--- src/rtl/mdu_iterative_pkg.sv ---
// Shared types for the iterative multiply/divide unit: operation encoding
// (RV32M funct3), controller states and small operation-class helpers.
package mdu_iterative_pkg;

    typedef enum logic [2:0] {
        MDU_MUL    = 3'd0,
        MDU_MULH   = 3'd1,
        MDU_MULHSU = 3'd2,
        MDU_MULHU  = 3'd3,
        MDU_DIV    = 3'd4,
        MDU_DIVU   = 3'd5,
        MDU_REM    = 3'd6,
        MDU_REMU   = 3'd7
    } mdu_control_t;

    typedef enum logic [1:0] {
        S_IDLE = 2'd0,
        S_BUSY = 2'd1,
        S_DONE = 2'd2
    } mdu_state_t;

    function automatic logic op_is_div(input mdu_control_t c);
        return c[2];
    endfunction

    function automatic logic op_is_rem(input mdu_control_t c);
        return c[2] & c[1];
    endfunction

    function automatic logic op_signed_a(input mdu_control_t c);
        return (c == MDU_MULH) || (c == MDU_MULHSU) || (c == MDU_DIV) || (c == MDU_REM);
    endfunction

    function automatic logic op_signed_b(input mdu_control_t c);
        return (c == MDU_MULH) || (c == MDU_DIV) || (c == MDU_REM);
    endfunction

    function automatic string mdu_control_name(input mdu_control_t c);
        return c.name();
    endfunction

endpackage

--- src/rtl/mdu_iterative_step.sv ---
// One iteration of the shared datapath: a shift-add multiply step or a
// restoring shift-subtract divide step on the {acc, shreg} register pair.
module mdu_step #(
    parameter int N = 32
) (
    input  logic [N-1:0] acc,
    input  logic [N-1:0] shreg,
    input  logic [N-1:0] operand,
    input  logic         is_div,
    output logic [N-1:0] acc_next,
    output logic [N-1:0] shreg_next
);

    logic [N:0]   sum;
    logic [N:0]   trial;
    logic [N-1:0] diff;
    logic         fits;

    always_comb begin
        sum   = {1'b0, acc} + (shreg[0] ? {1'b0, operand} : '0);
        trial = {acc, shreg[N-1]};
        fits  = (trial >= {1'b0, operand});
        // trial < 2*operand holds, so a successful subtraction always fits in N bits
        diff  = trial[N-1:0] - operand;
        if (is_div) begin
            acc_next   = fits ? diff : trial[N-1:0];
            shreg_next = {shreg[N-2:0], fits};
        end else begin
            acc_next   = sum[N:1];
            shreg_next = {sum[0], shreg[N-1:1]};
        end
    end

endmodule

--- src/rtl/mdu_iterative.sv ---
// Multi-cycle RV32M multiply/divide unit: valid/ready request, N single-bit
// iterations on operand magnitudes, sign fix-up and special cases at the end.
module mdu_iterative
    import mdu_iterative_pkg::*;
#(
    parameter int N  = 32,
    parameter int CW = 6
) (
    input  logic         clk,
    input  logic         rst,
    input  logic         i_valid,
    output logic         o_ready,
    input  logic [N-1:0] a,
    input  logic [N-1:0] b,
    input  mdu_control_t control,
    output logic         o_valid,
    input  logic         i_ready,
    output logic [N-1:0] result,
    output logic         zero,
    output logic         overflow,
    output logic         div_by_zero
);

    localparam logic [CW-1:0] LAST = CW'(N - 1);

    mdu_state_t   state;
    logic [CW-1:0] count;
    mdu_control_t op;
    logic [N-1:0] acc;
    logic [N-1:0] shreg;
    logic [N-1:0] operand;
    logic [N-1:0] a_keep;
    logic         neg_res;
    logic         dbz;
    logic         ovf;

    logic [N-1:0]   acc_next;
    logic [N-1:0]   shreg_next;
    logic [2*N-1:0] prod;
    logic [N-1:0]   quot;
    logic [N-1:0]   rem;
    logic [N-1:0]   final_res;

    logic         a_neg;
    logic         b_neg;
    logic [N-1:0] mag_a;
    logic [N-1:0] mag_b;

    function automatic logic [N-1:0] cond_negate(input logic [N-1:0] v, input logic neg);
        return neg ? (~v + 1'b1) : v;
    endfunction

    assign o_ready = (state == S_IDLE);

    mdu_step #(.N(N)) u_step (
        .acc        (acc),
        .shreg      (shreg),
        .operand    (operand),
        .is_div     (op_is_div(op)),
        .acc_next   (acc_next),
        .shreg_next (shreg_next)
    );

    always_comb begin
        a_neg = op_signed_a(control) & a[N-1];
        b_neg = op_signed_b(control) & b[N-1];
        mag_a = cond_negate(a, a_neg);
        mag_b = cond_negate(b, b_neg);
    end

    // Sign correction and special-case override on the final iteration's output
    always_comb begin
        prod = neg_res ? (~{acc_next, shreg_next} + 1'b1) : {acc_next, shreg_next};
        quot = cond_negate(shreg_next, neg_res);
        rem  = cond_negate(acc_next, neg_res);
        case (op)
            MDU_MUL:                         final_res = prod[N-1:0];
            MDU_MULH, MDU_MULHSU, MDU_MULHU: final_res = prod[2*N-1:N];
            MDU_DIV, MDU_DIVU:
                final_res = dbz ? '1 : (ovf ? {1'b1, {(N-1){1'b0}}} : quot);
            default:
                final_res = dbz ? a_keep : (ovf ? '0 : rem);
        endcase
    end

    always_ff @(posedge clk) begin
        if (rst) begin
            state       <= S_IDLE;
            count       <= '0;
            o_valid     <= 1'b0;
            result      <= '0;
            zero        <= 1'b0;
            overflow    <= 1'b0;
            div_by_zero <= 1'b0;
        end else begin
            case (state)
                S_IDLE: begin
                    if (i_valid) begin
                        op      <= control;
                        a_keep  <= a;
                        acc     <= '0;
                        count   <= '0;
                        // Divide keeps the dividend in shreg; multiply keeps the multiplier there
                        operand <= op_is_div(control) ? mag_b : mag_a;
                        shreg   <= op_is_div(control) ? mag_a : mag_b;
                        neg_res <= op_is_rem(control) ? a_neg : (a_neg ^ b_neg);
                        dbz     <= op_is_div(control) && (b == '0);
                        ovf     <= control[2] && !control[0]
                                   && (a == {1'b1, {(N-1){1'b0}}}) && (b == '1);
                        state   <= S_BUSY;
                    end
                end
                S_BUSY: begin
                    acc   <= acc_next;
                    shreg <= shreg_next;
                    count <= count + 1'b1;
                    if (count == LAST) begin
                        result      <= final_res;
                        zero        <= (final_res == '0);
                        overflow    <= ovf;
                        div_by_zero <= dbz;
                        o_valid     <= 1'b1;
                        state       <= S_DONE;
                    end
                end
                S_DONE: begin
                    if (i_ready) begin
                        o_valid <= 1'b0;
                        state   <= S_IDLE;
                    end
                end
                default: state <= S_IDLE;
            endcase
        end
    end

endmodule

--- config.mk ---
export PLATFORM = sky130hd
export DESIGN_NAME = mdu_iterative
export DESIGN_NICKNAME = d
export VERILOG_FILES = /design/src/rtl/mdu_iterative_pkg.sv /design/src/rtl/mdu_iterative_step.sv /design/src/rtl/mdu_iterative.sv
export SDC_FILE = /design/constraint.sdc
export NUM_CORES = 1
export LEC_CHECK = 0
export ABC_AREA = 1
export CORE_UTILIZATION = 40
export DETAILED_ROUTE_END_ITERATION = 12
export PLACE_DENSITY = 0.57
export SLEW_MARGIN = 20
export SYNTH_ARGS = -nofsm -noshare
export SYNTH_HDL_FRONTEND = slang
export SYNTH_HIERARCHICAL = 1
export SYNTH_SLANG_ARGS = --single-unit
export TNS_END_PERCENT = 5
--- constraint.sdc ---
create_clock -name clk -period 5.9 [get_ports clk]
set_clock_uncertainty 0.15 [all_clocks]
set_input_delay 1.77 -clock clk [delete_from_list [all_inputs] [get_ports clk]]
set_output_delay 1.77 -clock clk [all_outputs]
set_load 0.05 [all_outputs]
==> results of run 1 <==
[cells in the final DEF (no fill, tap or decap), types with 18 or more instances in the layout]
| cell | count |
|---|---|
| nor2_2 | 41 |
| o21ai_1 | 20 |
| clkbuf_16 | 18 |
| nand3_1 | 249 |
| clkdlybuf4s50_1 | 106 |
| edfxtp_1 | 134 |
| inv_1 | 391 |
| o21ai_0 | 210 |
| buf_4 | 22 |
| nor2_1 | 334 |
| xor2_1 | 41 |
| nor3_1 | 26 |
| xnor2_1 | 36 |
| dfxtp_1 | 44 |
| o211ai_1 | 20 |
| nand3b_1 | 33 |
| nand2_2 | 23 |
| ha_1 | 70 |
| nand4_1 | 43 |
| nand2_1 | 964 |
| a21oi_1 | 178 |
[critical path, delay by kind of cell, from the launching register on]
family	cells	cell delay [ns]
adder cells (fa/ha/maj)	2	0.94
AO/OA/AOI/OAI	1	0.10
flip-flops	1	0.51
buffers and inverters	3	0.59
AND/OR/NAND/NOR	22	3.13
[sequential cells by signal, indices dropped and copies added, names as in the netlist, 2 cells and up]
register / flops
a_keep: 32
acc: 32
operand: 32
result: 32
shreg: 32
count: 6
op: 3
state: 2
[stage by stage]
stage,power (mW),cell area [um^2],utilization (%),std cells,setup slack [ns]
2_1_floorplan,2.586,18700,-,3077,0.3290
3_3_place_gp,3.225,20270,44.29,3710,0.3763
3_5_place_dp,3.229,20290,44.32,3711,0.4121
4_1_cts,4.448,20910,45.68,3743,0.3865
5_1_grt,4.685,20910,45.68,3743,0.04828
6_report,4.473,20910,45.68,3743,0.3464
[final cells by class]
class                      instances  area (um^2)
clock inverter                    14        170.2
sequential                       178         4905
clock buffer                      18        450.4
fill                            4975        24870
timing repair buffer             131         1266
tap                              600        750.7
multi-input combinational       2393        11830
inverter                         409         1538
[power breakdown]
part           internal (mW)  total [mW]  switching [mW]  leakage (nW)
Combinational          0.494        1.76            1.27          7.88
Sequential              1.43        1.49          0.0538          1.62
Clock                  0.600        1.22           0.623         0.303
[logic make-up (layout without fill, tap and decap cells)]
kind of cell	Yosys count	count (layout)	share of synthesized area (%)
simple gates	1767	1767	40.92
buf+inv	506	572	10.69
compound gates	476	476	13.60
flops	178	178	26.23
xor+xnor	77	77	3.606
fa+ha+maj	72	72	4.897
mux	1	1	0.05352
[synthesized netlist by cell type, types with 4 or more instances]
| cell | number | area share, % |
|---|---|---|
| nand2_4 | 5 | 0.30 |
| nand4_1 | 43 | 1.4 |
| or2_2 | 13 | 0.43 |
| nor2_4 | 7 | 0.42 |
| and2_1 | 5 | 0.17 |
| inv_1 | 392 | 7.9 |
| xnor2_1 | 36 | 1.7 |
| nand2_1 | 964 | 19 |
| buf_6 | 4 | 0.24 |
| nor2_1 | 337 | 6.8 |
| a21o_1 | 4 | 0.16 |
| o21ai_1 | 19 | 0.51 |
| clkbuf_1 | 52 | 1.0 |
| xor2_1 | 41 | 1.9 |
| o21a_1 | 4 | 0.16 |
| o22ai_1 | 7 | 0.23 |
| nor3_1 | 26 | 0.70 |
| ha_1 | 70 | 4.7 |
| o21bai_1 | 6 | 0.24 |
| nand3b_1 | 33 | 1.3 |
| a21oi_1 | 178 | 4.8 |
| buf_1 | 7 | 0.14 |
| nand2_2 | 23 | 0.77 |
| buf_2 | 29 | 0.78 |
| a31oi_1 | 13 | 0.43 |
| nor4_1 | 7 | 0.23 |
| o211ai_1 | 20 | 0.80 |
| nor2_2 | 41 | 1.4 |
| inv_2 | 15 | 0.30 |
| dfxtp_1 | 44 | 4.7 |
| buf_4 | 4 | 0.16 |
| edfxtp_1 | 134 | 22 |
| nand3_1 | 249 | 6.7 |
| o21ai_0 | 211 | 5.6 |
[how the worst max path moves through the flow]
stage                                startpoint                  end  slack (ns)  cells after the start
after floorplan                             rst  a_keep[0]$_DFFE_PP_        0.33                      2
after CTS                 acc[28]$_SDFFCE_PN0P_    zero$_SDFFE_PP0P_        0.39                     28
after global placement    acc[28]$_SDFFCE_PN0P_    zero$_SDFFE_PP0P_        0.38                     28
final                     acc[28]$_SDFFCE_PN0P_    zero$_SDFFE_PP0P_        0.35                     28
after global routing      acc[28]$_SDFFCE_PN0P_    zero$_SDFFE_PP0P_        0.05                     28
after detailed placement  acc[28]$_SDFFCE_PN0P_    zero$_SDFFE_PP0P_        0.41                     28
[per-layer routing]
metal,wire [um],share of wire [%]
met1,36350,42
met2,37730,44
met3,7192,8.3
met4,5229,6.0
met5,0,0
==> summary.md, run 1 <==
| Metric | Value |
|---|---|
| Status | completed |
| Gr usage total | about 37% |
| CTS Hold Buffers Added | 0 |
| Period utilisation layout | 94.13% |
| Slew @ Worst Pin | 1.036 ns |
| Synthesized area | 18700 um^2 |
| Die X | 218.2 um |
| Pre-Repair DR Iteration Count | 6 |
| Core area | 45770 um^2 |
| Ys flop type | edfxtp_1 |
| Hold-critical path depth | 2 |
| Die area | 47620 um^2 |
| Most used cell, CP | nand2_1 |
| RSZ-0062 raised after global routing | no |
| Num rows | 78 |
| TritonCTS clock tree | yes |
| Yosys cell types | 54 |
| GRT met2 Usage | between 50% and 60% |
| Port Buffers | 107 |
| Worst flop-to-flop path startpoint | acc[28]$_SDFFCE_PN0P_ |
| EDFF count, synth | 134 |
| Hold EP | o_valid$_SDFFE_PP0P_ |
| Max-Cap Viols | 0 |
| Worst reg2reg path depth | 28 |
| Worst-path maximum fanout | 33 |
| Drt initial violations | 2583 |
| R2r endpoint | zero$_SDFFE_PP0P_ |
| Hold slack | roughly 0.32 ns |
| ANT cells | 0 |
| Largest net degree at the start of global routing | 87 |
| Final hold violations | 0 |
| Vias | 21.19k |
| Synth warn | 6 |
| Congestion Overflow GR | 0 |
| WL final | 86500 um |
| Detailed Place HPWL | 71810 um |
| Max Freq | 180.1 MHz |
| Setup repair bufs after CTS | 0 |
| Hold crit path type | reg -> reg |
| CP Class | reg -> reg |
| Syn Area/Cell | slightly above 6 um^2 |
| CTS root buf | clkbuf_16 |
| Avg WL per Cell | 23.11 um |
| Sequential share of the synthesized area | 26.23% |
| Initial Utilization | between 40% and 50% |
| IO Count | 108 |
| Resize count post-CTS | 0 |
| Startpoint Class | register |
| DRC | 0 |
| Async set-reset flop share out of synthesis | 0% |
| VDD IR max | 159.8 uV |
| GRT busiest layer | met2 |
| Clk sinks | 178 |
| Clk_lat worst skew | 0.50 ns |
| Rel. slew slack | 30.24% |
| Total negative slack | 0 ns |
| Lkg Pwr | 9.808 nW |
| Via density | 5.662 |
| GPL Wtd Cong | about 1 |
| Synth Instances | 3077 |
| Clock transition at path regs | about 0.080 ns |
| CP endpoint kind | register |
| Finish-stage setup viols | 0 |
| Vias in the first global route | a little under 20k |
| Slowest-stage cell, CP | edfxtp_1 |
| DIE HEIGHT | approximately 220 um |
| PwrDens | 213.9 nW/um^2 |
| Antenna violations before repair | 1 |
| Global-route track usage on met3 | 6.416% |
| Final slew viol count | 0 |
| CP peak stage delay | 0.51 ns |
| Reg-to-reg slack, setup | 0.35 ns |
| Post-DRT Antenna Nets | 0 |
| Final net count | 3273 |
| Met1 GRT Util | approximately 47% |
| Clock buffer depth | 2 |
| Hold_sp | o_valid$_SDFFE_PP0P_ |
| Number of CTS-inserted buffers | 17 |
| Layout cells sized above 1 | under 10% |
| Layout area overhead | 11.79% |
| First-pass GRT wire length | 126200 um |
| Crit path arrival time | 5.83 ns |
| Syn nets | 3220 |
| Min cycle time layout | approximately 5.6 ns |
| Synth Register Bits | 178 |
| Worst Path Required | 6.18 ns |
| CTS H-tree depth | 4 |
No activity file was read; power rests on OpenSTA's default activity.
==> inputs of run 2 (changes only) <==
REMOVE_ABC_BUFFERS = 1   (was not set)
==> summary.md, run 2 (same netlist as run 1, synthesis figures left out) <==
| Metric | Value |
|---|---|
| Status | completed |
| Drt initial violations | 2224 (-14%) |
| Worst path bufs/invs | 2 (-1) |
| WL final | 84470 um (-2.3%) |
| R2r endpoint | zero$_SDFFE_PP0P_ |
| Rel. slew slack | 27.25% (-3.0 points) |
| Int Power | 2.557 mW (+1.1%) |
| RSZ-0062 raised after global routing | no |
| Layout area overhead | 11.84% (about the same) |
| Startpoint Class | register |
| Tot Pwr | 4.442 mW (-0.68%) |
| Placed insts | 3717 (+0.16%) |
| Clock buffer depth | 2 (unchanged) |
| Number of CTS-inserted buffers | 17 (unchanged) |
| Die X | 218.2 um (unchanged) |
| Global-route track usage on met3 | 3.911% (-2.5 points) |
| Sw frac | 42.44% (-1.0 points) |
| Worst Path Required | 6.16 ns (-0.02 ns) |
| GPL Wtd Cong | 1.032 (+1.1%) |
| Initial Utilization | 40.86% (unchanged) |
| Total negative slack | 0 ns (unchanged) |
| IO Count | 108 (unchanged) |
| Lkg Pwr | 9.829 nW (+0.21%) |
| Hold-critical path depth | 2 (unchanged) |
| Congestion Overflow GR | 0 (unchanged) |
| Setup repair bufs after CTS | 0 (unchanged) |
| Part of the power in the clock network | 27.5% (+0.2 points) |
| Die area | 47620 um^2 (unchanged) |
| Final hold violations | 0 (unchanged) |
| Gr usage total | 35.61% (-0.93 points) |
| Avg WL per Cell | 22.53 um (-2.5%) |
| Commonest non-fill, non-tap cell in the layout | nand2_1 |
| Max Freq | 183.2 MHz (+1.8%) |
| P_sw | 1.885 mW (-3.0%) |
| Finish-stage setup viols | 0 (unchanged) |
| Post-DRT Antenna Nets | 0 (unchanged) |
| Vias | 21.04k (-0.69%) |
| Detailed Place HPWL | 69590 um (-3.1%) |
| Reg-to-reg slack, setup | 0.44 ns (+0.10 ns) |
| First-pass GRT wire length | 124300 um (-1.4%) |
| CTS Hold Buffers Added | 0 (unchanged) |
| Worst reg2reg path depth | 29 (+3.6%) |
| TritonCTS clock tree | yes |
| Port Buffers | 107 (unchanged) |
| Hold slack | 0.3250 ns (+0.005151 ns) |
| CP Class | reg -> reg |
| Clk sinks | 178 (unchanged) |
| CP peak stage delay | 0.80 ns (+0.29 ns) |
| Crit path depth | 29 (+3.6%) |
| Most frequent cells in the layout | 964 x nand2_1, 392 x inv_1, 334 x nor2_1 |
| Slowest-stage cell, CP | edfxtp_1 |
| Layout Cells excl Fill | 3750 (+0.19%) |
| DIE HEIGHT | 218.2 um (unchanged) |
| CTS H-tree depth | 4 (unchanged) |
| Dpl ws | 0.6298 ns (+0.2177 ns) |
| Hold_sp | o_valid$_SDFFE_PP0P_ |
| Num rows | 78 (unchanged) |
| Final Util | 45.69% (about the same) |
| Hold crit path type | reg -> reg |
| Layout cells sized above 1 | 6.065% (+0.15 points) |
| Max-Cap Viols | 0 (unchanged) |
| Worst-path maximum fanout | 15 (-55%) |
| Core area | 45770 um^2 (unchanged) |
| Via density | 5.612 (-0.88%) |
| CTS root buf | clkbuf_16 |
| Comb pwr share | 39.1% (-0.3 points) |
| GRT met2 Usage | 62.11% (+5.0 points) |
| Final Cell Area | 20920 um^2 (about the same) |
| Flop pwr share | 33.4% (about the same) |
| Antenna violations before repair | 3 (+2) |
| Worst flop-to-flop path startpoint | shreg[0]$_DFFE_PP_ |
| Clk_lat worst skew | 0.48 ns (-0.02 ns) |
| CP top delay family | simple AND/OR/NAND/NOR gates |
| Clock transition at path regs | 0.07 ns (about the same) |
| Min cycle time layout | 5.458 ns (-0.09568 ns) |
| Vias in the first global route | 20.22k (+1.6%) |
| Hold EP | o_valid$_SDFFE_PP0P_ |
| DRC | 0 (unchanged) |
| Pre-Repair DR Iteration Count | 6 (unchanged) |
| Final net count | 3279 (+0.18%) |
| Final slew viol count | 0 (unchanged) |
| VDD IR max | 215.0 uV (+35%) |
| Final worst slack | 0.4421 ns (+0.09568 ns) |
| Met1 GRT Util | 42.20% (-5.3 points) |
| Largest net degree at the start of global routing | 77 (-11%) |
| Most used cell, CP | nand2_1 |
| CP endpoint kind | register |
| Crit path arrival time | 5.72 ns (-0.11 ns) |
| GRT busiest layer | met2 |
| Slew @ Worst Pin | 1.091 ns (+0.05579 ns) |
| Period utilisation layout | 92.51% (-1.6 points) |
| Resize count post-CTS | 0 (unchanged) |
| Placed Area | 20310 um^2 (about the same) |
| PwrDens | 212.4 nW/um^2 (-0.72%) |
run 2: power groups by stage:
stage,registers (mW),clock network [mW],logic [mW]
floorplan,1.50,0,1.05
global placement,1.51,0,1.69
detailed placement,1.51,0,1.69
CTS,1.48,1.23,1.69
global route,1.49,1.27,1.89
finish,1.49,1.22,1.74
run 2: worst max path at each step:
| stage | slack [ns] | end | startpoint |
|---|---|---|---|
| floorplan | 0.40 | a_keep[0]$_DFFE_PP_ | i_valid |
| global placement | 0.50 | zero$_SDFFE_PP0P_ | shreg[0]$_DFFE_PP_ |
| detailed placement | 0.63 | zero$_SDFFE_PP0P_ | shreg[0]$_DFFE_PP_ |
| CTS | 0.60 | zero$_SDFFE_PP0P_ | shreg[0]$_DFFE_PP_ |
| global route | 0.11 | zero$_SDFFE_PP0P_ | shreg[0]$_DFFE_PP_ |
| finish | 0.44 | zero$_SDFFE_PP0P_ | shreg[0]$_DFFE_PP_ |
run 2: final cells by class:
class	instances	area [um^2]
fill	4994	24860
multi-input combinational	2393	11820
sequential	178	4905
inverter	409	1538
timing repair buffer	137	1291
tap	600	750.7
clock buffer	18	450.4
clock inverter	14	156.4
antenna	1	2.502
run 2: worst register-to-register path, delay by kind of cell, from the launching register on:
| family | cells | cell delay, ns |
|---|---|---|
| and+or+nand+nor | 22 | 3.32 |
| buffers and inverters | 2 | 0.13 |
| adders and majority gates | 1 | 0.30 |
| AOI/OAI and AO/OA | 4 | 0.67 |
| DFF | 1 | 0.80 |
run 2: layer usage:
layer / vias to the layer above / part of all wire [%]
li1: 10090 / -
met1: 9831 / 40
met2: 924 / 48
met3: 201 / 5.7
met4: 0 / 6.1
met5: - / 0
